### src/rtl/stopwatch_time_counter.sv
// Stopwatch time base and MM:SS.CC BCD accumulator with lap-freeze display
// and a sticky overflow flag for the display/segment driver stage.
`timescale 1ns/1ps
module stopwatch_time_counter #(
  parameter int unsigned CLK_HZ  = 50000000,
  parameter int unsigned TICK_HZ = 100
) (
  input  logic       clk,
  input  logic       rst_n,
  input  logic       count_enable,
  input  logic       clear,
  input  logic       lap,
  output logic [3:0] disp_min_tens,
  output logic [3:0] disp_min_ones,
  output logic [3:0] disp_sec_tens,
  output logic [3:0] disp_sec_ones,
  output logic [3:0] disp_cs_tens,
  output logic [3:0] disp_cs_ones,
  output logic       lap_active,
  output logic       tick,
  output logic       overflow
);

  localparam int unsigned DIV     = CLK_HZ / TICK_HZ;
  localparam int unsigned PRE_W   = (DIV > 1) ? $clog2(DIV) : 1;
  localparam int unsigned DIGIT_W = 4;
  localparam logic [PRE_W-1:0]   PRE_LAST = PRE_W'(DIV - 1);
  localparam logic [DIGIT_W-1:0] D_ZERO   = DIGIT_W'(0);
  localparam logic [DIGIT_W-1:0] D_FIVE   = DIGIT_W'(5);
  localparam logic [DIGIT_W-1:0] D_NINE   = DIGIT_W'(9);

  if (((CLK_HZ % TICK_HZ) != 0) || (DIV < 2)) begin : g_bad_params
    $error("stopwatch_time_counter: CLK_HZ must be a multiple of TICK_HZ with DIV >= 2");
  end

  logic [PRE_W-1:0]   r_prescaler;
  logic [DIGIT_W-1:0] r_min_tens, r_min_ones, r_sec_tens, r_sec_ones, r_cs_tens, r_cs_ones;
  logic [DIGIT_W-1:0] r_lap_min_tens, r_lap_min_ones, r_lap_sec_tens;
  logic [DIGIT_W-1:0] r_lap_sec_ones, r_lap_cs_tens, r_lap_cs_ones;
  logic               r_lap_active;
  logic               r_tick;
  logic               r_overflow;

  logic [PRE_W-1:0]   w_prescaler_nxt;
  logic [DIGIT_W-1:0] w_min_tens_nxt, w_min_ones_nxt, w_sec_tens_nxt;
  logic [DIGIT_W-1:0] w_sec_ones_nxt, w_cs_tens_nxt, w_cs_ones_nxt;
  logic [DIGIT_W-1:0] w_lap_min_tens_nxt, w_lap_min_ones_nxt, w_lap_sec_tens_nxt;
  logic [DIGIT_W-1:0] w_lap_sec_ones_nxt, w_lap_cs_tens_nxt, w_lap_cs_ones_nxt;
  logic               w_lap_active_nxt;
  logic               w_tick_nxt;
  logic               w_overflow_nxt;

  logic               w_period_end;
  logic               w_c_cs_ones, w_c_cs_tens, w_c_sec_ones;
  logic               w_c_sec_tens, w_c_min_ones, w_c_min_tens;
  logic [DIGIT_W-1:0] w_inc_min_tens, w_inc_min_ones, w_inc_sec_tens;
  logic [DIGIT_W-1:0] w_inc_sec_ones, w_inc_cs_tens, w_inc_cs_ones;

  // Ripple carry: each digit rolls when it and every lower digit sit at their
  // maximum; >= comparisons pull any out-of-range value back into range.
  always_comb begin
    w_period_end = (r_prescaler >= PRE_LAST);
    w_c_cs_ones  = (r_cs_ones  >= D_NINE);
    w_c_cs_tens  = w_c_cs_ones  && (r_cs_tens  >= D_NINE);
    w_c_sec_ones = w_c_cs_tens  && (r_sec_ones >= D_NINE);
    w_c_sec_tens = w_c_sec_ones && (r_sec_tens >= D_FIVE);
    w_c_min_ones = w_c_sec_tens && (r_min_ones >= D_NINE);
    w_c_min_tens = w_c_min_ones && (r_min_tens >= D_FIVE);

    w_inc_cs_ones  = w_c_cs_ones  ? D_ZERO : r_cs_ones + DIGIT_W'(1);
    w_inc_cs_tens  = r_cs_tens;
    w_inc_sec_ones = r_sec_ones;
    w_inc_sec_tens = r_sec_tens;
    w_inc_min_ones = r_min_ones;
    w_inc_min_tens = r_min_tens;
    if (w_c_cs_ones)  w_inc_cs_tens  = w_c_cs_tens  ? D_ZERO : r_cs_tens  + DIGIT_W'(1);
    if (w_c_cs_tens)  w_inc_sec_ones = w_c_sec_ones ? D_ZERO : r_sec_ones + DIGIT_W'(1);
    if (w_c_sec_ones) w_inc_sec_tens = w_c_sec_tens ? D_ZERO : r_sec_tens + DIGIT_W'(1);
    if (w_c_sec_tens) w_inc_min_ones = w_c_min_ones ? D_ZERO : r_min_ones + DIGIT_W'(1);
    if (w_c_min_ones) w_inc_min_tens = w_c_min_tens ? D_ZERO : r_min_tens + DIGIT_W'(1);
  end

  // Next-state: clear dominates; otherwise prescale/advance and lap toggle.
  always_comb begin
    w_prescaler_nxt    = r_prescaler;
    w_min_tens_nxt     = r_min_tens;
    w_min_ones_nxt     = r_min_ones;
    w_sec_tens_nxt     = r_sec_tens;
    w_sec_ones_nxt     = r_sec_ones;
    w_cs_tens_nxt      = r_cs_tens;
    w_cs_ones_nxt      = r_cs_ones;
    w_lap_min_tens_nxt = r_lap_min_tens;
    w_lap_min_ones_nxt = r_lap_min_ones;
    w_lap_sec_tens_nxt = r_lap_sec_tens;
    w_lap_sec_ones_nxt = r_lap_sec_ones;
    w_lap_cs_tens_nxt  = r_lap_cs_tens;
    w_lap_cs_ones_nxt  = r_lap_cs_ones;
    w_lap_active_nxt   = r_lap_active;
    w_tick_nxt         = 1'b0;
    w_overflow_nxt     = r_overflow;

    if (clear) begin
      w_prescaler_nxt    = '0;
      w_min_tens_nxt     = D_ZERO;
      w_min_ones_nxt     = D_ZERO;
      w_sec_tens_nxt     = D_ZERO;
      w_sec_ones_nxt     = D_ZERO;
      w_cs_tens_nxt      = D_ZERO;
      w_cs_ones_nxt      = D_ZERO;
      w_lap_min_tens_nxt = D_ZERO;
      w_lap_min_ones_nxt = D_ZERO;
      w_lap_sec_tens_nxt = D_ZERO;
      w_lap_sec_ones_nxt = D_ZERO;
      w_lap_cs_tens_nxt  = D_ZERO;
      w_lap_cs_ones_nxt  = D_ZERO;
      w_lap_active_nxt   = 1'b0;
      w_overflow_nxt     = 1'b0;
    end else begin
      if (count_enable) begin
        if (w_period_end) begin
          w_prescaler_nxt = '0;
          w_tick_nxt      = 1'b1;
          w_min_tens_nxt  = w_inc_min_tens;
          w_min_ones_nxt  = w_inc_min_ones;
          w_sec_tens_nxt  = w_inc_sec_tens;
          w_sec_ones_nxt  = w_inc_sec_ones;
          w_cs_tens_nxt   = w_inc_cs_tens;
          w_cs_ones_nxt   = w_inc_cs_ones;
          if (w_c_min_tens) w_overflow_nxt = 1'b1;
        end else begin
          w_prescaler_nxt = r_prescaler + PRE_W'(1);
        end
      end
      // Lap captures the live value as it stands before this edge.
      if (lap) begin
        w_lap_active_nxt = !r_lap_active;
        if (!r_lap_active) begin
          w_lap_min_tens_nxt = r_min_tens;
          w_lap_min_ones_nxt = r_min_ones;
          w_lap_sec_tens_nxt = r_sec_tens;
          w_lap_sec_ones_nxt = r_sec_ones;
          w_lap_cs_tens_nxt  = r_cs_tens;
          w_lap_cs_ones_nxt  = r_cs_ones;
        end
      end
    end
  end

  always_ff @(posedge clk or negedge rst_n) begin
    if (!rst_n) begin
      r_prescaler    <= '0;
      r_min_tens     <= D_ZERO;
      r_min_ones     <= D_ZERO;
      r_sec_tens     <= D_ZERO;
      r_sec_ones     <= D_ZERO;
      r_cs_tens      <= D_ZERO;
      r_cs_ones      <= D_ZERO;
      r_lap_min_tens <= D_ZERO;
      r_lap_min_ones <= D_ZERO;
      r_lap_sec_tens <= D_ZERO;
      r_lap_sec_ones <= D_ZERO;
      r_lap_cs_tens  <= D_ZERO;
      r_lap_cs_ones  <= D_ZERO;
      r_lap_active   <= 1'b0;
      r_tick         <= 1'b0;
      r_overflow     <= 1'b0;
    end else begin
      r_prescaler    <= w_prescaler_nxt;
      r_min_tens     <= w_min_tens_nxt;
      r_min_ones     <= w_min_ones_nxt;
      r_sec_tens     <= w_sec_tens_nxt;
      r_sec_ones     <= w_sec_ones_nxt;
      r_cs_tens      <= w_cs_tens_nxt;
      r_cs_ones      <= w_cs_ones_nxt;
      r_lap_min_tens <= w_lap_min_tens_nxt;
      r_lap_min_ones <= w_lap_min_ones_nxt;
      r_lap_sec_tens <= w_lap_sec_tens_nxt;
      r_lap_sec_ones <= w_lap_sec_ones_nxt;
      r_lap_cs_tens  <= w_lap_cs_tens_nxt;
      r_lap_cs_ones  <= w_lap_cs_ones_nxt;
      r_lap_active   <= w_lap_active_nxt;
      r_tick         <= w_tick_nxt;
      r_overflow     <= w_overflow_nxt;
    end
  end

  // Display is a zero-latency mux between frozen lap and live registers.
  always_comb begin
    if (r_lap_active) begin
      disp_min_tens = r_lap_min_tens;
      disp_min_ones = r_lap_min_ones;
      disp_sec_tens = r_lap_sec_tens;
      disp_sec_ones = r_lap_sec_ones;
      disp_cs_tens  = r_lap_cs_tens;
      disp_cs_ones  = r_lap_cs_ones;
    end else begin
      disp_min_tens = r_min_tens;
      disp_min_ones = r_min_ones;
      disp_sec_tens = r_sec_tens;
      disp_sec_ones = r_sec_ones;
      disp_cs_tens  = r_cs_tens;
      disp_cs_ones  = r_cs_ones;
    end
  end

  assign lap_active = r_lap_active;
  assign tick       = r_tick;
  assign overflow   = r_overflow;

endmodule

### config.mk
export PLATFORM = sky130hd
export DESIGN_NAME = stopwatch_time_counter
export DESIGN_NICKNAME = d
export VERILOG_FILES = /design/src/rtl/stopwatch_time_counter.sv
export SDC_FILE = /design/constraint.sdc
export NUM_CORES = 1
export LEC_CHECK = 0
export BUFFER_PORTS_ARGS = -buffer_cell sky130_fd_sc_hd__buf_2
export CAP_MARGIN = 20
export CORE_ASPECT_RATIO = 0.5
export CORE_MARGIN = 2
export CORE_UTILIZATION = 56
export CTS_BUF_LIST = sky130_fd_sc_hd__clkbuf_2
export DETAILED_ROUTE_END_ITERATION = 6
export PLACE_DENSITY = 0.85
export SYNTH_ARGS = -nofsm -noshare
export SYNTH_HDL_FRONTEND = slang
export SYNTH_SLANG_ARGS = --single-unit
### constraint.sdc
create_clock -name clk -period 2.1 [get_ports clk]
set_input_delay 0 -clock clk [delete_from_list [all_inputs] [get_ports clk]]
set_output_delay 0 -clock clk [all_outputs]
set_load 0.1 [all_outputs]
[Word level (Yosys, flattened, before mapping)]
Index checks and enable logic that the tools add are counted.
Storage, ports and cells
  flip-flop bits (word level): 70
  word-level logic and storage cells: 111
  output and inout bits: 27
  input port bits: 5
Operators by class
  add/subtract/negate cells: 7
  muxes and demuxes: 59
  $lt $le $gt $ge: 7
  reduce and logical (&&, ||, !) cells: 22
Operator list (number)
  $mux W4: 47
  $mux W19: 3
  $add A4 B1 Y4 const B: 6
  $add A19 B1 Y19 const B: 1
  $ge A19 B19 Y1 const B: 1
  $reduce_and A3 Y1: 6
  $reduce_bool A2 Y1: 9
  $ge A4 B4 Y1 const B: 4
  $mux W1: 9
  $ge A4 B3 Y1 const B: 2
  $logic_and A1 B1 Y1: 5
  $reduce_and A2 Y1: 1
  $logic_not A1 Y1: 1

[Depth between registers and ports, before layout]
  word-level depth: 11
  depth in mapped cells: 8
  depth with buffers taken out: 7

[Worst setup path after synthesis]
Ideal clock, no wire load.
  kind: flip-flop to flip-flop
  from: register r_lap_active (netlist: lap_active)
  to: register r_lap_min_ones[0]
  data arrival time: 3.805 ns
  library setup time: 0.083 ns
  clock period less this slack: 3.888 ns
  stages on the path, launching flop included: 6
  path slack: -1.788 ns
  buffers on the path: 2
  data required time: 2.017 ns
  path through: dfrtp_1 > clkbuf_1 > clkbuf_1 > o21ai_0 > mux2i_1 > nor2_1
On the way
  longest elaborated chain between the ends: 3
RTL lines
  from (decl): line 40  | logic r_lap_active;
  from (signal assigned): line 181  | r_lap_active <= w_lap_active_nxt;
  $mux W4
  named net disp_min_ones[0]: line 14  | output logic [3:0] disp_min_ones,
  $mux W4 (2 in series)
  to (signal assigned): line 176  | r_lap_min_ones <= w_lap_min_ones_nxt;
  to (decl): line 38  | logic [DIGIT_W-1:0] r_lap_min_tens, r_lap_min_ones, r_lap_sec_tens;
The timed path passes the listed nets, and every way through them passes these cells. The select of a mux whose other input is x is not followed.
A chain may end at the register's enable or synchronous reset.

[Worst setup path in the final report]
  from: register r_cs_tens[0]
  to: register r_sec_ones[3]
On the way
  longest elaborated chain between the ends: 8
  elaborated cells on any way between the ends: 10
  those cells by class: order compare (1); mux (5); reduce/logical (4)
RTL lines
  from (decl): line 37  | logic [DIGIT_W-1:0] r_min_tens, r_min_ones, r_sec_tens, r_sec_ones, r_cs_tens, r_cs_ones;
  from (signal assigned): line 173  | r_cs_tens <= w_cs_tens_nxt;
  $ge A4 B4 Y1 *: line 64  | w_c_cs_tens = w_c_cs_ones && (r_cs_tens >= D_NINE);
  $logic_and A1 B1 Y1 *: line 64
  $logic_and A1 B1 Y1: line 65  | w_c_sec_ones = w_c_cs_tens && (r_sec_ones >= D_NINE);
  $mux W4 (2 in series): line 77  | if (w_c_cs_tens) w_inc_sec_ones = w_c_sec_ones ? D_ZERO : r_sec_ones + DIGIT_W'(1);
  $mux W4: line 120  | if (w_period_end) begin
  $mux W4: line 119  | if (count_enable) begin
  $mux W4: line 102  | if (clear) begin
  to (signal assigned): line 172  | r_sec_ones <= w_sec_ones_nxt;
  to (decl): line 37
Every way passes the cells marked *; elsewhere a longest branch is shown, timed or not. The select of a mux whose other input is x is not followed.

==> metrics <==
Fmax 0.4672 GHz; P_int 2.249 mW; largest family of logic cells by synthesized area simple AND/OR/NAND/NOR gates; Synth top area share 44.47%; final hold vios 0; Power Density 862.9 nW/µm²; failing checks negative setup slack; Gate Count Post-Synth 404; critical-path cell list inv_1 -> ha_1 -> nor4b_2 -> or2_2 -> nor3_1 -> buf_4 -> nand2_1 -> o41ai_1; post-route setup slack -0.04060 ns; WHS 0.1342 ns; DR vias/cell 5.794; R2R cell count 8; Max VDD drop 0.7813 mV; commonest non-fill, non-tap cell in the layout dfrtp_1; FILL cells 446; Crit Path Max Fanout 3; Post-Syn Area 3939 µm²; worst min-delay path class input pin to flop; hold path startpoint lap; cell family with most CP delay simple AND/OR/NAND/NOR gates; clock sinks 70; die area 7761 µm²; RSZ-0062 raised after global routing true; Design Area, Final 4938 µm²; Sw Ratio 47.24%; Largest register FFs 19; fin nets 511; number of CTS-inserted buffers 9; Clock Path Buffers 2; flip-flop and latch count after synthesis 70; Root Driver clkbuf_2; Finish-stage setup viols 2; r2r endpoint r_sec_ones[3]; Critical-path top delay cell dfrtp_1; area leader, netlist dfrtp_1; status complete, but fails checks; reg2reg setup slack -0.04 ns; DP Area 4588 µm²; predominant post-synthesis flop cell dfrtp_1; Setup Skew 0.02978 ns; Skew-Pair Late Insertion Delay 0.53 ns; vias post-DR 3,378; Worst EP arrival 2.53 ns; Die Span X 122.6 µm; layout cells sized above 1 30.96%; First-pass DRT Iterations 6; Final Max Tran Viols 0; Post-synth EDFFs 0; asr flop ratio synth 100.0%; post-synthesis simple-gate area fraction 17.92%; WHS Endpoint lap_active; Initial Utilization 58.33%; Required @ worst endpoint 2.48 ns; Unique masters post-synth 49; max cap viols 0; WL final 9670 µm; Reg with most FFs r_prescaler; crit-path max cell delay 0.41 ns; Final ANT Viol Nets 0; Clk pin slew, worst setup/hold paths 0.19 ns; compound-cell area share of the yosys netlist 12.23%; CTS tree built; total global routing track utilization 26.11%; Synthesis Warnings 0; P_sw 2.013 mW; Crit Path Class flop to flop; I/O Buffers 31; mux contribution to synthesized area 12.45%; first-pass GRT wire length 15,690 µm; final period utilization 101.9%; post-synthesis sequential area ratio 44.47%; Min-Delay Path Depth 3; vias in the first global route 3,305; CORE AREA 6753 µm²; WL per Instance 16.59 µm; Post-Synth Adder-Cell Area 6.036%; Period minus WS final 2.141 ns; H-Tree Depth 3; remaining global-route overflow 0; Die Y 63.30 µm; RD Place Congestion 0.8883; startpoint type of the worst setup path flop; 1st-iter DRT viols 247; Critical R2R Launch r_cs_tens[0]; Seq pwr share 38.5%; Syn Area/Cell 9.749 µm²; XOR/XNOR Fraction of Synth Area 3.335%; max_slew headroom 45.38%; element type at the critical path end flop; DRC violations left 0; syn_nets 428; Slew @ Worst Pin 0.8192 ns; ANT cells 0; Post-DP HPWL 6110 µm; most frequent cells in the layout dfrtp_1, nor2_1, buf_4; initial antenna violation count 0; Logic pwr share 47.2%; row count 21; Leak 2.412 nW; Clock power frac 14.3%; Area Overhead vs Synth 25.38%; worst path bufs/invs 2; I/O Pins 32; synth top area cells dfrtp_1, mux2i_1, ha_1; largest net degree at the start of global routing 47
==> worst min-delay path, cell delays in order <==
cell and delay [ns]:
buf_2 0.37, xnor2_1 0.25, nor2_1 0.04
==> power groups by stage <==
stage	combinational, mW	sequential, mW	clock (mW)
global route	2.13	1.66	0.669
global placement	1.77	1.68	0
finish	2.01	1.64	0.610
detailed placement	1.82	1.69	0
floorplan	1.43	1.65	0
CTS	1.93	1.63	0.623
==> routing by layer <==
| layer | GRT usage (%) | vias to the layer above | share of wire (%) |
|---|---|---|---|
| li1 | - | 1590 | - |
| met1 | 34.06 | 1680 | 45 |
| met2 | 42.85 | 90 | 49 |
| met3 | 5.707 | 18 | 4.4 |
| met4 | 9.770 | 0 | 1.8 |
| met5 | 0 | - | 0 |
==> what timing repair did <==
| item | in CTS | in global routing |
|---|---|---|
| resized for setup | 6 | 14 |
| buffers inserted | 5 | 6 |
| endpoints found under the setup margin | 49 | 20 |
| endpoints found under the hold margin | 80 | 0 |
| pin swaps | 1 | 4 |
| hold buffers | 5 | 0 |
==> synth_stat cells (2+ instances only) <==
library cell	instances
buf_1	3
o211ai_1	3
o2111ai_1	3
nand2_1	29
buf_2	4
ha_1	19
nor3_1	7
nand4_1	4
inv_1	19
dfrtp_1	70
or3_1	3
mux2i_1	31
o41ai_1	6
nand3_1	15
a32o_1	2
nand2b_1	5
o31ai_1	5
nor4b_1	3
xnor2_1	9
nor2b_1	3
o41ai_2	2
xor2_1	6
and4_1	2
a211o_1	2
and2_1	2
mux2_2	15
a21oi_1	3
and3_1	7
clkbuf_1	10
nor3b_1	2
or2_2	4
o21ai_0	28
a31oi_1	3
nor2_1	59
nor4_1	2
==> cell type report <==
cell class	instances	area, µm²	area share (%)
multi-input cells	298	2277	46.11
clock inverters	4	16.27	0.3294
repair buffers	89	648.1	13.12
inverters	19	71.32	1.444
clock buffers	11	55.05	1.115
well taps	92	115.1	2.331
flip-flops and latches	70	1755	35.55
==> worst max-delay path by stage <==
stage	from	to	slack, ns	cells after the start
after global placement	r_prescaler[0]	r_prescaler[2]	-0.06	6
after global routing	r_cs_tens[1]	r_sec_ones[3]	-0.16	8
after CTS	r_prescaler[0]	r_min_ones[3]	0.003	7
after floorplan	lap_active	r_lap_cs_tens[1]	-0.04	4
final	r_cs_tens[0]	r_sec_ones[3]	-0.04	8
after detailed placement	r_prescaler[7]	r_prescaler[13]	-0.17	5
==> per-stage QoR <==
stage	TNS (ns)	util [%]	setup WS (ns)	power (mW)	std cells
2_1_floorplan	-0.1307	-	-0.04356	3.074	404
3_3_place_gp	-0.7978	67.95	-0.05539	3.445	551
3_5_place_dp	-2.484	67.95	-0.1731	3.510	551
4_1_cts	0	70.89	0.002891	4.177	576
5_1_grt	-0.5950	73.13	-0.1644	4.459	583
6_report	-0.06400	73.13	-0.04060	4.261	583
==> cells by family after synthesis <==
logic type               Yosys count
adder cells (fa/ha/maj)           19
AO/OA/AOI/OAI                     68
buffers and inverters             36
multiplexers                      47
AND/OR/NAND/NOR                  149
XOR/XNOR                          15
flip-flops                        70
Power figures use the tool's default switching activity.
